### src/rtl/strength_bus_arbiter.sv
// Round-robin owner of one resolved bus net: the granted requester drives it strong, an idle pull driver holds it otherwise.
// Define STRENGTH_BUS_KEEPER_EN to make the idle driver a keeper of the last granted value instead of a constant 0.
module strength_bus_arbiter #(
  parameter int NREQ        = 4,
  parameter int WIDTH       = 8,
  parameter int HOLD_MAX    = 15,
  parameter int TURN_CYCLES = 1
) (
  input  logic                      clk,
  input  logic                      rst_n,
  input  logic [NREQ-1:0]           req,
  input  logic [NREQ-1:0]           done,
  input  logic [NREQ*WIDTH-1:0]     data_i,
  output logic [NREQ-1:0]           gnt,
  output logic [$clog2(NREQ)-1:0]   owner,
  output logic [WIDTH-1:0]          bus_o,
  output logic                      bus_valid,
  output logic                      timeout_o
);

  localparam int OW = $clog2(NREQ);
  localparam logic [7:0] HOLD_LAST = 8'(HOLD_MAX - 1);
  localparam logic [2:0] TURN_LOAD = 3'(TURN_CYCLES - 1);

  typedef enum logic [1:0] {
    ST_IDLE,
    ST_GRANT,
    ST_TURN
  } state_t;

  state_t          state;
  state_t          state_next;
  logic [NREQ-1:0] gnt_next;
  logic [OW-1:0]   owner_next;
  logic [OW-1:0]   ptr;
  logic [OW-1:0]   ptr_next;
  logic [7:0]      hold_cnt;
  logic [7:0]      hold_next;
  logic [2:0]      turn_cnt;
  logic [2:0]      turn_next;
  logic            timeout_next;
  logic [OW-1:0]   cand;
  logic [OW-1:0]   pick;
  logic            pick_ok;
  logic [WIDTH-1:0] owner_data;
  logic [WIDTH-1:0] slices [NREQ];
  logic [WIDTH-1:0] idle_val;

  for (genvar i = 0; i < NREQ; i++) begin : g_slice
    assign slices[i] = data_i[i*WIDTH +: WIDTH];
  end

  assign owner_data = slices[owner];
  assign bus_valid  = (state == ST_GRANT);

  // Search starts just past the last owner, so that owner always ranks last.
  always_comb begin
    cand    = '0;
    pick    = '0;
    pick_ok = 1'b0;
    for (int k = 1; k <= NREQ; k++) begin
      cand = OW'((int'(ptr) + k) % NREQ);
      if (!pick_ok && req[cand]) begin
        pick    = cand;
        pick_ok = 1'b1;
      end
    end
  end

  always_comb begin
    state_next   = state;
    gnt_next     = gnt;
    owner_next   = owner;
    ptr_next     = ptr;
    hold_next    = hold_cnt;
    turn_next    = turn_cnt;
    timeout_next = 1'b0;
    unique case (state)
      ST_IDLE: begin
        if (pick_ok) begin
          state_next     = ST_GRANT;
          owner_next     = pick;
          ptr_next       = pick;
          gnt_next       = '0;
          gnt_next[pick] = 1'b1;
          hold_next      = '0;
        end
      end
      ST_GRANT: begin
        hold_next = hold_cnt + 8'd1;
        // A voluntary release on the limit cycle is not reported as a timeout.
        if (done[owner] || !req[owner] || (hold_cnt == HOLD_LAST)) begin
          state_next   = ST_TURN;
          gnt_next     = '0;
          turn_next    = TURN_LOAD;
          timeout_next = !(done[owner] || !req[owner]);
        end
      end
      ST_TURN: begin
        if (turn_cnt == 3'd0) begin
          state_next = ST_IDLE;
        end else begin
          turn_next = turn_cnt - 3'd1;
        end
      end
      default: begin
        state_next = ST_IDLE;
        gnt_next   = '0;
      end
    endcase
  end

  always_ff @(posedge clk or negedge rst_n) begin
    if (!rst_n) begin
      state     <= ST_IDLE;
      gnt       <= '0;
      owner     <= '0;
      ptr       <= OW'(NREQ - 1);
      hold_cnt  <= '0;
      turn_cnt  <= '0;
      timeout_o <= 1'b0;
    end else begin
      state     <= state_next;
      gnt       <= gnt_next;
      owner     <= owner_next;
      ptr       <= ptr_next;
      hold_cnt  <= hold_next;
      turn_cnt  <= turn_next;
      timeout_o <= timeout_next;
    end
  end

`ifdef STRENGTH_BUS_KEEPER_EN
  always_ff @(posedge clk or negedge rst_n) begin
    if (!rst_n) begin
      idle_val <= '0;
    end else if (bus_valid) begin
      idle_val <= owner_data;
    end
  end
`else
  assign idle_val = '0;
`endif

  // The strong grant driver overrides the pull driver whenever it is not high-impedance.
  wire [WIDTH-1:0] shared_bus;
  assign (strong1, strong0) shared_bus = bus_valid ? owner_data : {WIDTH{1'bz}};
  assign (pull1, pull0)     shared_bus = idle_val;
  assign bus_o = shared_bus;

endmodule

### config.mk
export PLATFORM = sky130hd
export DESIGN_NAME = strength_bus_arbiter
export DESIGN_NICKNAME = d
export VERILOG_FILES = /design/src/rtl/strength_bus_arbiter.sv
export SDC_FILE = /design/constraint.sdc
export NUM_CORES = 1
export LEC_CHECK = 0
export ABC_AREA = 1
export ABC_CLOCK_PERIOD_IN_PS = 3400
export CAP_MARGIN = 20
export CORE_ASPECT_RATIO = 0.6
export CORE_UTILIZATION = 47
export CTS_CLUSTER_DIAMETER = 100
export CTS_CLUSTER_SIZE = 40
export DETAILED_ROUTE_END_ITERATION = 10
export PLACE_DENSITY_LB_ADDON = 0.15
export SLEW_MARGIN = 0
export SYNTH_ARGS = -nofsm -noshare
export SYNTH_HDL_FRONTEND = slang
export SYNTH_SLANG_ARGS = --single-unit
### constraint.sdc
create_clock -name clk -period 3.4 [get_ports clk]
set_input_delay 0.34 -clock clk [delete_from_list [all_inputs] [get_ports clk]]
set_output_delay 0.34 -clock clk [all_outputs]
set_load 0.02 [all_outputs]
; ---- Yosys cells after proc, flatten, opt, wreduce, memory -nomap -nowiden
; Index checks and enable logic that the tools add are counted.
[totals]
input_bits = 42
regBits = 22
[classes]
mux = 36
addsub = 6
reduce_logical = 20
magnitude_cmp = 7
bitwise_logic = 1
eq_ne = 7
[ops]
columns = operator, count
row1 = 2-bit by 3-bit < comparator with 1-bit output (second input constant), 6
row2 = 8-bit one-hot mux with 2 select lines, 1
row3 = 2-bit two-way mux, 7
row4 = 1-bit two-way mux, 13
row5 = 1-bit binary-select mux with 2-bit select, 6
row6 = 4-bit one-hot mux with 3 select lines, 1
row7 = 3-bit AND reduction, 3
row8 = 8-bit by 1-bit adder with 8-bit output (second input constant), 1
row9 = 8-bit by 4-bit == test with 1-bit output (second input constant), 1
row10 = 4-bit two-way mux, 2
row11 = 8-bit two-way mux, 1
row12 = 3-bit two-way mux, 2
row13 = 2-bit inequality test (second input constant), 3
row14 = 2-bit one-hot mux with 3 select lines, 1
row15 = 3-bit one-hot mux with 2 select lines, 1
row16 = 1-bit zero test, 5
row17 = 2-bit by 1-bit adder with 2-bit output (second input constant), 2
row18 = 2-bit adder (second input constant), 2
row19 = 1-bit logical AND, 4
row20 = 2-bit AND reduction, 2
row21 = 2-bit nonzero test, 2
row22 = 3-bit zero test, 1
row23 = 3-bit by 1-bit subtractor with 3-bit output (second input constant), 1
row24 = 1-bit demux with 2-bit select, 1
row25 = 7 further kinds, 8

; ---- Logic depth before layout (Yosys ltp)
[depth]
ltp_word = 19
ltp_mapped = 13

; ---- Worst setup path before layout
; No wires, ideal clock.
[synth_timing]
path_type = register to register
start = register ptr[0]
end = register owner[1]
t_arrival_ns = 1.458
path_stages_with_launch = 13
slack_ns = 1.821
synth_period_minus_slack_ns = 1.579
path_cell_list = dfstp_2 > buf_4 > inv_4 > nand2_1 > nand2_1 > nand2_1 > nand2_1 > nor2_4 > nand3_2 > nand2_4 > inv_2 > nand2_1 > o21ai_1
[synth_via]
elab_chain_cells = 14
word_cells_on_any_way = 27
[synth_rtl]
columns = item, line
row1 = start: declaration, 35  ; logic [OW-1:0] ptr;
row2 = start signal: assignment, 118  ; ptr <= OW'(NREQ - 1);
row3 = start signal: assignment, 126  ; ptr <= ptr_next;
row4 = 2-bit by 1-bit adder with 2-bit output, 62  ; cand = OW'((int'(ptr) + k) % NREQ);
row5 = 1-bit binary-select mux with 2-bit select, 63  ; if (!pick_ok && req[cand]) begin
row6 = 1-bit two-way mux (implied by the code), 63
row7 = 1-bit two-way mux, 63
row8 = 1-bit zero test, 63
row9 = 1-bit logical AND, 63
row10 = 1-bit two-way mux, 63
row11 = 1-bit zero test, 63
row12 = 1-bit logical AND, 63
row13 = 1-bit two-way mux, 63
row14 = 1-bit zero test, 63
row15 = 1-bit logical AND, 63
row16 = 1-bit two-way mux, 63
row17 = 2-bit AND reduction (no source line), --
row18 = end signal: assignment, 125  ; owner <= owner_next;
row19 = end: declaration, 15  ; output logic [$clog2(NREQ)-1:0] owner,
; Several ways; a longest one is shown, not always the timed one. The select of a mux whose other input is x is not followed.
; A chain may end at the register's enable or synchronous reset.

; ---- Worst setup path in the final report
[layout_timing]
start = register state[1]
end = output bus_valid
[layout_via]
elab_chain_cells = 1
[layout_rtl]
columns = item, line
row1 = start: declaration, 31  ; state_t state;
row2 = start signal: assignment, 123  ; state <= state_next;
row3 = 2-bit by 1-bit == test with 1-bit output, 54  ; assign bus_valid = (state == ST_GRANT);
row4 = end: declaration, 17  ; output logic bus_valid,
; Every way passes these cells.

==> summary.txt <==
Finish
  – Final net count: 268
  – Finished layout cell area: 0.00176 mm²
  – Post-Layout Cell Count: 263
  – Area grow syn2layout: 18.9%
  – Fraction of final layout cells with drive strength greater than 1: 14.5%
  – Number of antenna diodes: 0
  – Fill count: 269

CTS
  – CTS Sinks: 22
  – Buffer type at the clock tree root: clkbuf_8
  – Clock edge transition at the registers on the reported setup and hold paths: 90 ps
  – Clock tree from TritonCTS: done
  – Post-CTS setup-driven buffer insertion count: 0
  – Source-to-sink clock delay at the later pin of the worst-skew pair: 270 ps
  – Cts-stage hold buffer count: 0
  – Total clock buffers created by CTS: 3
  – CTS H-tree depth: 1
  – Bufs on Longest Clock Path: 2
  – Count of cells resized by post-cts repair: 0

Synth
  – Seq cells post-synth: 22
  – Ys Warns: 0
  – Cell type with the highest aggregate area in the netlist: dfrtp_1
  – Top area cells in the synthesized netlist: dfrtp_1 34%, nand2_1 15%, inv_1 6.8%
  – Share of the synthesized area in the top cell type: 33.7%
  – Library cells used by synthesis: 25
  – Register area share after synthesis: 37.3%
  – Gate Count Post-Synth: 201
  – Netlist Area Pre-Place: 0.00148 mm²
  – Mean instance size in the synthesized netlist: 7.38 µm²

Power and ir drop
  – Leakage power: 0.000900 µW
  – Power per Cell Area: between 900 and 1000 mW/mm²
  – IR Drop Worst-Case VDD: 0.000394 V

STA
  – Fin crit period: around 1900 ps
  – Slew Viols, Final: 0
  – Setup-failing EPs final: 0
  – Unrepaired setup endpoints after global routing: no
  – Final hold vios: 0
  – Clk_skew: 11.9 ps
  – Final worst setup slack: 1460 ps
  – Post-route setup TNS: 0 ps
  – F_max: 516 MHz
  – Ratio of final minimum period to clock period: 57.0%

Setup path
  – Max FO, Critical Path: 10
  – Type of element capturing the critical path: output port
  – CP cell instances: nor2_4 > clkdlybuf4s50_1
  – Buffers & Inverters on Critical Path: 1
  – Critical Path Source Type: flip-flop
  – Capture point of the worst reg-to-reg path: owner[1]
  – Cell depth of the worst flop-to-flop path: 11
  – Worst path arrival time: approximately 1600 ps
  – Cell count along the critical path: 2
  – Setup CP Type: flip-flop to output port
  – Reg-to-reg startpoint: ptr[0]
  – Crit path capture: bus_valid
  – Worst reg-to-reg setup slack: approximately 1600 ps
  – Crit-path leading delay family: buffers and inverters
  – Launching instance or port of the critical path: state[1]
  – Endpoint required time on the critical path: 3060 ps
  – Slowest library cell on the worst path: clkdlybuf4s50_1
  – Slowest stage delay, CP: 650 ps

Run status
  – Outcome: completed

Floorplanning
  – Horizontal extent of the die: 74.5 µm
  – Height of the die: 45.5 µm
  – Area of the core region: 0.00293 mm²
  – Site row count: 15
  – Boundary pin count: 58
  – Overall die area: 0.00339 mm²
  – Starting density of the core: 50.7%

GRT
  – Pin count of the biggest net entering global routing: 23
  – Initial antenna violation count: 0
  – Total global-route track usage: 20.6%
  – Wire length of the first global-routing pass: between 5 and 6 mm
  – Vias in the first global route: 1183
  – Leftover overflow at the end of global routing: 0

Detailed routing
  – Via count: ~1300
  – Wire length per cell: 11.4 µm
  – Total wirelength of the detailed-routed design: between 2 and 3 mm
  – Final antenna-violating net count: 0
  – Number of remaining DRC errors: 0
  – Pre-Repair DR Iteration Count: 4
  – Mean number of vias per cell: 4.86
  – Number of design-rule violations left by the first detailed-router iteration: 90

Placement
  – Placed Cells incl. Taps: between 200 and 300
  – HPWL after detailed placement: 2.35 mm
  – Number of input and output port buffers inserted: 17
  – Worst slack after detailed placement: 1460 ps
  – GPL Wtd Cong: between 0.8 and 0.9
  – Total cell area at the placement stage: 0.00167 mm²

Min path
  – Type of the worst min-delay path: input port to asynchronous set/reset pin

Job
  – Max Cap Violations: 0
-- metal layers --
layer / global-route usage (%) / vias up / part of all wire [%]
li1: - / 664 / -
met1: 29.3 / 575 / 52
met2: 32.3 / 38 / 43
met3: 5.31 / 2 / 5.0
met4: 3.77 / 0 / 0.27
met5: 0 / - / 0
-- synthesized netlist by cell type --
cell type,instances
nand2_1,58
dfstp_2,2
inv_2,4
inv_1,27
nor2_1,11
nand2_2,5
o21ai_2,6
buf_4,9
ha_1,4
nand4_1,4
inv_4,1
nand3_2,1
o21ai_1,3
nor3_1,3
dfrtp_1,20
o21ai_0,5
a21oi_1,2
nand2_4,5
nand3_1,20
a31oi_1,1
nand3b_1,4
xnor2_1,1
xor2_1,1
nor2_4,3
conb_1,1
-- cells by family (layout without fill, tap and decap cells) --
family	count (synthesis)	count (layout)	synth area share [%]
XOR/XNOR	2	2	1.18
adder cells (fa/ha/maj)	4	4	3.37
flip-flops	22	22	37.3
other	1	8	0.253
buffers and inverters	41	54	12.8
AND/OR/NAND/NOR	114	114	37.8
AO/OA/AOI/OAI	17	17	7.34
-- power by group --
part           total, µW  internal (µW)  switching [µW]  leakage [µW]
Combinational        923            314             609      0.000577
Clock                247            157            89.5     0.0000357
Sequential           436            352            83.9      0.000288
-- worst register-to-register path, delay by kind of cell, from the launching register on --
kind	cells	cell delay, ps
simple gates	8	780
flops	1	650
buf+inv	2	180
compound gates	1	80
-- cells in the final DEF (no fill, tap or decap), drive strengths merged --
cell type and count:
nand3 21, xnor2 1, inv 32, nand3b 4
ha 4, a31oi 1, bufinv 1, xor2 1
o21ai 14, conb 8, a21oi 2, clkdlybuf4s50 17
buf 1, clkbuf 3, dfrtp 20, nand2 68
dfstp 2, nor2 14, nor3 3, nand4 4
-- registers in the layout (all words and copies together) (netlist names) --
signal and cells:
ptr 2, owner 2, gnt 4, timeout_o 1, hold_cnt 8, state 2, turn_cnt 3
-- layout make-up --
class	count	area, µm²	share of cell area [%]
sequential	22	553	31.3
inverter	32	123	6.95
timing repair buffer	18	198	11.2
clock buffer	3	41.3	2.34
clock inverter	1	30.0	1.70
tap	42	52.6	2.98
multi-input combinational	145	767	43.5
-- metrics by stage --
step / utilization [%] / hold WS (ps) / power [µW]
2_1_floorplan: - / 44.4 / 1140
3_3_place_gp: 56.9 / 458 / 1320
3_5_place_dp: 56.9 / 459 / 1360
4_1_cts: 59.3 / 478 / 1610
5_1_grt: 60.3 / 365 / 1750
6_report: 60.3 / 353 / 1610
-- how the worst min path moves through the flow --
stage / from / end / slack [ps] / cells past startpoint
2_1_floorplan: rst_n / gnt[0] / 40 / 0
3_3_place_gp: turn_cnt[1] / turn_cnt[1] / 460 / 2
3_5_place_dp: gnt[3] / gnt[3] / 460 / 2
4_1_cts: gnt[3] / gnt[3] / 480 / 2
5_1_grt: rst_n / gnt[3] / 370 / 1
6_report: rst_n / hold_cnt[0] / 350 / 1
Power figures use the tool's default switching activity.
